### src/rtl/pic24_icsp_target.sv
// PIC24 ICSP target: synchronizes MCLRn/PGC/PGD, checks the entry key, then decodes SIX/REGOUT transfers.
// Optional ICSP_ENH_KEY_EN macro adds the enhanced entry key and the enh_mode output.
module pic24_icsp_target #(
   parameter int unsigned SYNC_STAGES = 2,
   parameter logic [31:0] ENTER_KEY   = 32'h4D434851
) (
   input  logic        clk,
   input  logic        rstn,
   input  logic        MCLRn,
   input  logic        PGCx,
   input  logic        PGDx_in,
   output logic        PGDx_out,
   output logic        PGDx_oe,
   output logic [23:0] instr,
   output logic        instr_valid,
   input  logic [15:0] visi,
   output logic        visi_ack,
   output logic        icsp_active
`ifdef ICSP_ENH_KEY_EN
   ,
   output logic        enh_mode
`endif
);

   typedef enum logic [2:0] {
      S_OFF, S_KEY, S_FIRST, S_CMD, S_SIX, S_RIDLE, S_RDATA
   } state_t;

   state_t                 state_q;
   logic [SYNC_STAGES-1:0] mclr_sync_q, pgc_sync_q, pgd_sync_q;
   logic                   mclr_prev_q, pgc_prev_q;
   logic [31:0]            sh_q;
   logic [4:0]             cnt_q;
   logic [23:0]            instr_q;
   logic                   instr_valid_q, visi_ack_q, active_q;
   logic                   pgd_out_q, pgd_oe_q;
   logic                   mclr_s, pgc_s, pgd_s;
   logic                   mclr_rise, pgc_rise, pgc_fall;
   logic                   enh_match;

   assign mclr_s    = mclr_sync_q[SYNC_STAGES-1];
   assign pgc_s     = pgc_sync_q[SYNC_STAGES-1];
   assign pgd_s     = pgd_sync_q[SYNC_STAGES-1];
   assign mclr_rise = mclr_s & ~mclr_prev_q;
   assign pgc_rise  = pgc_s & ~pgc_prev_q;
   assign pgc_fall  = ~pgc_s & pgc_prev_q;

`ifdef ICSP_ENH_KEY_EN
   localparam logic [31:0] ENH_KEY = 32'h4D434850;
   logic enh_q;
   assign enh_match = (sh_q == ENH_KEY);
   assign enh_mode  = enh_q;
`else
   assign enh_match = 1'b0;
`endif

   always_ff @(posedge clk) begin
      if (!rstn) begin
         mclr_sync_q <= '0;
         pgc_sync_q  <= '0;
         pgd_sync_q  <= '0;
         mclr_prev_q <= 1'b0;
         pgc_prev_q  <= 1'b0;
      end else begin
         mclr_sync_q <= {mclr_sync_q[SYNC_STAGES-2:0], MCLRn};
         pgc_sync_q  <= {pgc_sync_q[SYNC_STAGES-2:0], PGCx};
         pgd_sync_q  <= {pgd_sync_q[SYNC_STAGES-2:0], PGDx_in};
         mclr_prev_q <= mclr_s;
         pgc_prev_q  <= pgc_s;
      end
   end

   always_ff @(posedge clk) begin
      if (!rstn) begin
         state_q       <= S_OFF;
         sh_q          <= '0;
         cnt_q         <= '0;
         instr_q       <= '0;
         instr_valid_q <= 1'b0;
         visi_ack_q    <= 1'b0;
         active_q      <= 1'b0;
         pgd_out_q     <= 1'b0;
         pgd_oe_q      <= 1'b0;
`ifdef ICSP_ENH_KEY_EN
         enh_q         <= 1'b0;
`endif
      end else begin
         instr_valid_q <= 1'b0;
         visi_ack_q    <= 1'b0;
         // MCLRn low while active drops everything and waits for a fresh key
         if (state_q != S_OFF && state_q != S_KEY && !mclr_s) begin
            state_q   <= S_KEY;
            sh_q      <= '0;
            cnt_q     <= '0;
            active_q  <= 1'b0;
            pgd_out_q <= 1'b0;
            pgd_oe_q  <= 1'b0;
`ifdef ICSP_ENH_KEY_EN
            enh_q     <= 1'b0;
`endif
         end else begin
            case (state_q)
               S_OFF: begin
                  if (!mclr_s) begin
                     state_q <= S_KEY;
                     sh_q    <= '0;
                  end
               end
               S_KEY: begin
                  if (mclr_rise) begin
                     cnt_q <= '0;
                     if (sh_q == ENTER_KEY || enh_match) begin
                        state_q  <= S_FIRST;
                        active_q <= 1'b1;
`ifdef ICSP_ENH_KEY_EN
                        enh_q    <= enh_match;
`endif
                     end else begin
                        state_q <= S_OFF;
                     end
                  end else if (pgc_rise) begin
                     sh_q <= {sh_q[30:0], pgd_s};
                  end
               end
               S_FIRST: begin
                  if (pgc_rise) begin
                     if (cnt_q == 5'd8) begin
                        state_q <= S_SIX;
                        cnt_q   <= '0;
                     end else begin
                        cnt_q <= cnt_q + 5'd1;
                     end
                  end
               end
               S_CMD: begin
                  if (pgc_rise) begin
                     sh_q <= {sh_q[30:0], pgd_s};
                     if (cnt_q == 5'd3) begin
                        cnt_q <= '0;
                        if ({sh_q[2:0], pgd_s} == 4'b0000)      state_q <= S_SIX;
                        else if ({sh_q[2:0], pgd_s} == 4'b0001) state_q <= S_RIDLE;
                     end else begin
                        cnt_q <= cnt_q + 5'd1;
                     end
                  end
               end
               S_SIX: begin
                  if (pgc_rise) begin
                     sh_q <= {sh_q[30:0], pgd_s};
                     if (cnt_q == 5'd23) begin
                        instr_q       <= {sh_q[22:0], pgd_s};
                        instr_valid_q <= 1'b1;
                        state_q       <= S_CMD;
                        cnt_q         <= '0;
                     end else begin
                        cnt_q <= cnt_q + 5'd1;
                     end
                  end
               end
               S_RIDLE: begin
                  if (pgc_rise && cnt_q != 5'd8) begin
                     cnt_q <= cnt_q + 5'd1;
                  end else if (pgc_fall && cnt_q == 5'd8) begin
                     sh_q       <= {16'h0000, visi};
                     visi_ack_q <= 1'b1;
                     pgd_oe_q   <= 1'b1;
                     pgd_out_q  <= visi[15];
                     cnt_q      <= '0;
                     state_q    <= S_RDATA;
                  end
               end
               S_RDATA: begin
                  if (pgc_rise && cnt_q != 5'd16) begin
                     cnt_q <= cnt_q + 5'd1;
                  end else if (pgc_fall) begin
                     if (cnt_q == 5'd16) begin
                        pgd_oe_q  <= 1'b0;
                        pgd_out_q <= 1'b0;
                        cnt_q     <= '0;
                        state_q   <= S_CMD;
                     end else begin
                        sh_q      <= {sh_q[30:0], 1'b0};
                        pgd_out_q <= sh_q[14];
                     end
                  end
               end
               default: state_q <= S_OFF;
            endcase
         end
      end
   end

   assign PGDx_out    = pgd_out_q & pgd_oe_q;
   assign PGDx_oe     = pgd_oe_q;
   assign instr       = instr_q;
   assign instr_valid = instr_valid_q;
   assign visi_ack    = visi_ack_q;
   assign icsp_active = active_q;

endmodule

### config.mk
export PLATFORM = sky130hd
export DESIGN_NAME = pic24_icsp_target
export DESIGN_NICKNAME = d
export VERILOG_FILES = /design/src/rtl/pic24_icsp_target.sv
export SDC_FILE = /design/constraint.sdc
export NUM_CORES = 1
export LEC_CHECK = 0
export BUFFER_PORTS_ARGS = -buffer_cell sky130_fd_sc_hd__clkbuf_2
export CAP_MARGIN = 20
export CORE_MARGIN = 2
export CORE_UTILIZATION = 51
export CTS_CLUSTER_DIAMETER = 80
export DETAILED_ROUTE_END_ITERATION = 8
export MAX_ROUTING_LAYER = met4
export PLACE_DENSITY = 0.72
export REMOVE_ABC_BUFFERS = 1
export SYNTH_ARGS = -nofsm -noshare
export SYNTH_HDL_FRONTEND = slang
export SYNTH_SLANG_ARGS = --single-unit
### constraint.sdc
create_clock -name clk -period 2.6 [get_ports clk]
set_input_delay 0.65 -clock clk [delete_from_list [all_inputs] [get_ports clk]]
set_output_delay 0.65 -clock clk [all_outputs]
set_load 0.02 [all_outputs]
==> flow_metrics.tcl, run 1 <==
set metrics [dict create \
    cp_slowest_cell "a221o_4" \
    vias 3447 \
    drive_gt1_share_pct 22.1 \
    setup.worst_path.end "sh_q[4]$_SDFFE_PP0P_" \
    fin_util_pct 59.4 \
    dpl_worst_slack_ns 0.291 \
    setup_ws_ns 0.224 \
    grt_pass1_wl_um 14400 \
    cp.required_ns 2.81 \
    leakagePower_nw 1.50 \
    core-area_mm2 0.00718 \
    cp_top_family "simple AND/OR/NAND/NOR gates" \
    power_mw 2.49 \
    worst-path-max-fanout 17 \
    async_flop_share_pct 0 \
    grt_max_degree 35 \
    yosys_warnings 0 \
    post-cts-setup-buffers 0 \
    wire_per_inst_um 15.7 \
    ys_ff_latch 77 \
    pwr_density_cell_mw_per_mm2 585 \
    die-area_mm2 0.00801 \
    r2r_end "sh_q[4]$_SDFFE_PP0P_" \
    viasPerCell 5.95 \
    final_cells 579 \
    crit_buf_inv 1 \
    slew-limit-headroom_pct 65.6 \
    io_pins 50 \
    finalNetCount 498 \
    netSwitchingFraction_pct 30.7 \
    clock-root-buffer "clkbuf_8" \
    first_iter_violations 266 \
    drc 0 \
    syn2layout_area_growth_pct 14.4 \
    critical_path_class "reg -> reg" \
    row_count 31 \
    clock_path_buffers 2 \
    multi_input_area_mm2 0.00200 \
    io_buffers 49 \
    hold_slack_ns 0.440 \
    routed_wirelength_um 9100 \
    cts_tree "built" \
    drv_cap 0 \
    final_area_mm2 0.00426 \
    fmax_mhz 421 \
    clk_pin_slew_ns 0.09 \
    yosys.area.top_type_share_pct 41.4 \
    cp.arrival_ns 2.59 \
    cts_resized 0 \
    synth-edff-count 0 \
    dp_hpwl_um 6060 \
    cp-start-kind "register" \
    r2r_start "cnt_q[0]$_SDFFE_PP0P_" \
    slew_viol_final 0 \
    cp_num_cells 7 \
    tightest_slew_ns 0.514 \
    cts.sinks 77 \
    seq_area_mm2 0.00154 \
    post-route-period-util_pct 91.4 \
    synth_ff_type "dfxtp_1" \
    cp-startpoint "cnt_q[0]$_SDFFE_PP0P_" \
    worst_r2r_path_depth 7 \
    crit_path_max_incr_delay_ns 0.52 \
    synth_area_leaders "dfxtp_1 41%, a21oi_1 8.6%, nand2_1 5.8%" \
    seqPwrFrac_pct 51.2 \
    start_util_pct 51.9 \
    grtUsageTotal_pct 23.6 \
    power_switching_uw 765 \
    hold_class "reg -> reg" \
    fill_cells 665 \
    antenna_left 0 \
    grt.overflow.total 0 \
    pwr-share-clk_pct 34.4 \
    firstDrtPassIters 4 \
    ys_types 64 \
    hold_violations 0 \
    yosysSeqAreaShare_pct 41.4 \
    p_comb_share_pct 14.4 \
    rsz0062_at_grt "no" \
    insertion_delay_ns 0.36 \
    end_kind "register" \
    hold_buffers 0 \
    place_area_mm2 0.00408 \
    syn_area_mm2 0.00373 \
    gp_congestion 0.873 \
    setup_viol_count_final 0 \
    crit_chain "inv_1, ha_1, nor4bb_4, and2_4, a221o_4, nor2_4, a211oi_1" \
    tns_ns 0 \
    r2r_slack_ns 0.22 \
    dieHeight_um 89.5 \
    p_int_mw 1.73 \
    avgSynthCellArea_um2 8.59 \
    yosysTopAreaCell "dfxtp_1" \
    synth_cells 434 \
    fin_skew_ns 0.0178 \
    grt_antenna_before_repair 0 \
    dp.cells 563 \
    insertedDiodeCount 0 \
    peakVddDrop_mv 0.367 \
    ctsHtreeMaxLevel 3 \
    status "finished clean" \
    cts_buffers 9 \
    grt_pass1_vias 2858 \
    die_w_um 89.5 \
    period_needed_ns 2.38 \
]
-- Yosys cell counts, drive strengths merged (5+ instances only) --
library cell,count
a22oi,17
dfxtp,77
o21ai,26
a211oi,19
nand2b,7
nand3,5
nand3b,5
clkbuf,11
nand2,58
nand4,24
a21oi,64
buf,26
and2,10
nor2,18
-- worst min-delay path by stage --
stage	start	depth (start not counted)	endpoint
after floorplan	mclr_sync_q[0]$_SDFF_PN0_	1	mclr_sync_q[1]$_SDFF_PN0_
after global placement	mclr_sync_q[0]$_SDFF_PN0_	1	mclr_sync_q[1]$_SDFF_PN0_
after detailed placement	mclr_sync_q[0]$_SDFF_PN0_	1	mclr_sync_q[1]$_SDFF_PN0_
after CTS	mclr_sync_q[0]$_SDFF_PN0_	1	mclr_sync_q[1]$_SDFF_PN0_
after global routing	mclr_sync_q[0]$_SDFF_PN0_	1	mclr_sync_q[1]$_SDFF_PN0_
final	mclr_sync_q[0]$_SDFF_PN0_	1	mclr_sync_q[1]$_SDFF_PN0_
-- power groups by stage --
stage / clock network (mW) / registers (mW) / logic [mW]
after floorplan: 0 / 1.30 / 0.227
after global routing: 0.926 / 1.28 / 0.388
after CTS: 0.876 / 1.27 / 0.355
after detailed placement: 0 / 1.30 / 0.352
final: 0.858 / 1.28 / 0.360
after global placement: 0 / 1.30 / 0.344
-- state kept, by name, indices dropped and copies added (netlist names), 2 cells and up --
signal	cells
pgc_sync_q	2
state_q	3
sh_q	32
cnt_q	5
pgd_sync_q	2
mclr_sync_q	2
instr	24
-- area by class of cell --
cell class,count,area share (%)
Multi-Input combinational cell,316,47.0
Sequential cell,77,36.2
Timing Repair Buffer,67,9.22
Clock buffer,9,2.91
Tap cell,99,2.91
Clock inverter,7,1.50
Inverter,4,0.352
-- per-layer routing --
layer / wire length, um / vias to the layer above / track usage [%] / share of wire (%)
li1: - / 1698 / - / -
met1: 4470 / 1614 / 34.6 / 49
met2: 4030 / 120 / 33.2 / 44
met3: 494 / 15 / 3.88 / 5.4
met4: 101 / 0 / 7.19 / 1.1
met5: 0 / - / - / 0
-- worst reg2reg max path, cell delays in order, from the launching register on --
cell	delay, ns
dfxtp_1	0.38
inv_1	0.07
ha_1	0.22
nor4bb_4	0.20
and2_4	0.20
a221o_4	0.52
nor2_4	0.46
a211oi_1	0.17
-- logic make-up (layout without fill, tap and decap cells) --
group | count (synthesis) | count (layout) | synth area share (%)
flops | 77 | 77 | 41.4
fa+ha+maj | 2 | 2 | 0.671
simple gates | 153 | 153 | 22.5
buf+inv | 41 | 87 | 5.44
compound gates | 161 | 161 | 30.0
-- placed cells by master (no fill, tap or decap), types with 2 or more instances in the layout --
master,n
o21ba_2,2
a311oi_1,2
clkbuf_8,9
and3_1,2
inv_1,3
nor4bb_1,3
o221ai_1,3
nor2_1,17
o211ai_1,3
clkinvlp_4,2
nor3_1,3
inv_6,3
a21oi_1,64
clkbuf_2,49
a211oi_2,10
nor4b_1,4
inv_8,2
nor2b_1,4
ha_1,2
nand2b_1,7
a211oi_1,8
nand3_1,5
a31oi_1,4
buf_4,17
a22oi_1,17
nand2_1,58
and2_1,9
o21ai_0,15
a22o_1,3
nand3b_1,5
o21ai_1,10
dfxtp_1,77
nand4_1,24
Power figures use the tool's default switching activity.
==> run 2: changes to the inputs <==
Settings changed: CTS_CLUSTER_SIZE from default to 30, GPL_TIMING_DRIVEN from default to 0.
==> run 2 against run 1 <==
Against the previous run:
- sequential power barely moved
- final cell count fell by 2.6%
- combinational power fell by 10%
- critical path depth fell by 2
- global-route usage fell by 0.30 points
- worst hold slack got worse by 0.0023 ns
- clock power fell by 1%
- power fell by 0.84%
- largest cell class unchanged
==> flow_metrics.tcl, run 2 (same netlist as run 1, synthesis figures left out) <==
set metrics [dict create \
    largest_register "sh_q" \
    clk_pin_slew_ns 0.09 \
    drv_cap 0 \
    ctsHtreeMaxLevel 3 \
    final_cells 564 \
    layout.cells.most_common_list "74 x dfxtp_1, 64 x a21oi_1, 57 x nand2_1, 49 x clkbuf_2, 24 x nand4_1" \
    grt_max_degree 34 \
    tightest_slew_ns 0.830 \
    firstDrtPassIters 5 \
    start_util_pct 51.9 \
    r2r_start "state_q[2]$_SDFFE_PP0P_" \
    hold_slack_ns 0.437 \
    fin_skew_ns 0.0140 \
    dp_hpwl_um 5650 \
    vias 3448 \
    fmax_mhz 398 \
    final_area_mm2 0.00418 \
    seqPwrFrac_pct 52.6 \
    grtUsageTotal_pct 23.3 \
    row_count 31 \
    use_met1_pct 33.7 \
    setup_ws_ns 0.0848 \
    die-area_mm2 0.00801 \
    insertion_delay_ns 0.35 \
    netSwitchingFraction_pct 31.1 \
    cts_tree "built" \
    cp-start-kind "register" \
    largest_register_ffs 32 \
    min_to "pgc_sync_q[1]$_SDFF_PN0_" \
    layout_commonest_cell "dfxtp_1" \
    power_mw 2.47 \
    post-cts-setup-buffers 0 \
    viasPerCell 6.11 \
    p_int_mw 1.70 \
    clock-root-buffer "clkbuf_8" \
    use_met3_pct 3.79 \
    syn2layout_area_growth_pct 12.2 \
    fill_cells 652 \
    grt.overflow.total 0 \
    grt_antenna_before_repair 0 \
    gr-max-usage-layer "met1" \
    io_buffers 49 \
    cts.sinks 77 \
    crit_path_max_incr_delay_ns 0.73 \
    pwr-share-clk_pct 34.3 \
    cp.arrival_ns 2.79 \
    hold_buffers 0 \
    peakVddDrop_mv 0.242 \
    routed_wirelength_um 9150 \
    gr-usage-met2_pct 32.9 \
    r2r_end "sh_q[11]$_SDFFE_PP0P_" \
    die_w_um 89.5 \
    wire_per_inst_um 16.2 \
    status "finished clean" \
    slew_viol_final 0 \
    fin_util_pct 58.3 \
    tns_ns 0 \
    io_pins 50 \
    rsz0062_at_grt "no" \
    power_switching_uw 768 \
    insertedDiodeCount 0 \
    cts_buffers 9 \
    leakagePower_nw 1.43 \
    dieHeight_um 89.5 \
    cp_slowest_cell "a221oi_4" \
    critical_path_class "reg -> reg" \
    finalNetCount 483 \
    antenna_left 0 \
    dp.cells 547 \
    post-route-period-util_pct 96.7 \
    hold_class "reg -> reg" \
    cp-startpoint "state_q[2]$_SDFFE_PP0P_" \
    drive_gt1_share_pct 20.9 \
    gp_congestion 0.884 \
    clock_path_buffers 2 \
    first_iter_violations 265 \
    worst-path-max-fanout 21 \
    worst_r2r_path_depth 5 \
    setup_viol_count_final 0 \
    pwr_density_cell_mw_per_mm2 591 \
    cp.required_ns 2.88 \
    end_kind "register" \
    core-area_mm2 0.00718 \
    grt_pass1_wl_um 14200 \
    drc 0 \
    grt_pass1_vias 2825 \
    period_needed_ns 2.52 \
    r2r_slack_ns 0.08 \
    hp-start "pgc_sync_q[0]$_SDFF_PN0_" \
    slew-limit-headroom_pct 44.7 \
    hold_violations 0 \
    hold_depth 1 \
    dpl_worst_slack_ns -0.416 \
    p_comb_share_pct 13.1 \
    crit_chain "inv_1, a22o_1, a221oi_4, a21oi_1, a211oi_2" \
    place_area_mm2 0.00396 \
]
==> run 2: power by group through the flow <==
| stage | sequential [mW] | clock [mW] | combinational, mW |
|---|---|---|---|
| 2_1_floorplan | 1.30 | 0 | 0.227 |
| 3_3_place_gp | 1.32 | 0 | 0.298 |
| 3_5_place_dp | 1.32 | 0 | 0.309 |
| 4_1_cts | 1.30 | 0.860 | 0.319 |
| 5_1_grt | 1.31 | 0.905 | 0.348 |
| 6_report | 1.30 | 0.847 | 0.323 |
==> run 2: per-layer routing <==
| metal | vias up | wire length, um |
|---|---|---|
| met5 | - | 0 |
| met4 | 0 | 95 |
| met3 | 8 | 608 |
| met2 | 140 | 4150 |
| met1 | 1617 | 4300 |
| li1 | 1683 | - |
==> run 2: layout make-up <==
class	count	area (um^2)	area share, %
Clock buffer	9	124	2.96
Clock inverter	7	57.6	1.38
Inverter	4	15.0	0.359
Multi-Input combinational cell	317	2030	48.6
Sequential cell	77	1550	37.0
Tap cell	99	124	2.96
Timing Repair Buffer	51	280	6.70
==> run 2: repair_timing <==
| action | 4_1_cts | 5_1_grt |
|---|---|---|
| gates resized for setup | 5 | 3 |
| gates cloned | 1 | 0 |
| setup endpoints to repair | 37 | 19 |
| pin swaps | 1 | 0 |
| hold endpoints to repair | 0 | 0 |
==> run 2: worst max-delay path by stage <==
stage,cells after the start,to,slack (ns)
after CTS,4,sh_q[11]$_SDFFE_PP0P_,0.10
final,5,sh_q[11]$_SDFFE_PP0P_,0.08
after global placement,3,icsp_active$_SDFFE_PP0P_,-1.42
after detailed placement,5,sh_q[10]$_SDFFE_PP0P_,-0.42
after global routing,5,sh_q[3]$_SDFFE_PP0P_,0.01
after floorplan,3,icsp_active$_SDFFE_PP0P_,-0.30
==> run 2: worst max-delay path: cells and delay by family (launching register included) <==
kind	cells	cell delay [ns]
buffers and inverters	1	0.27
AO/OA/AOI/OAI	4	1.55
flip-flops	1	0.62
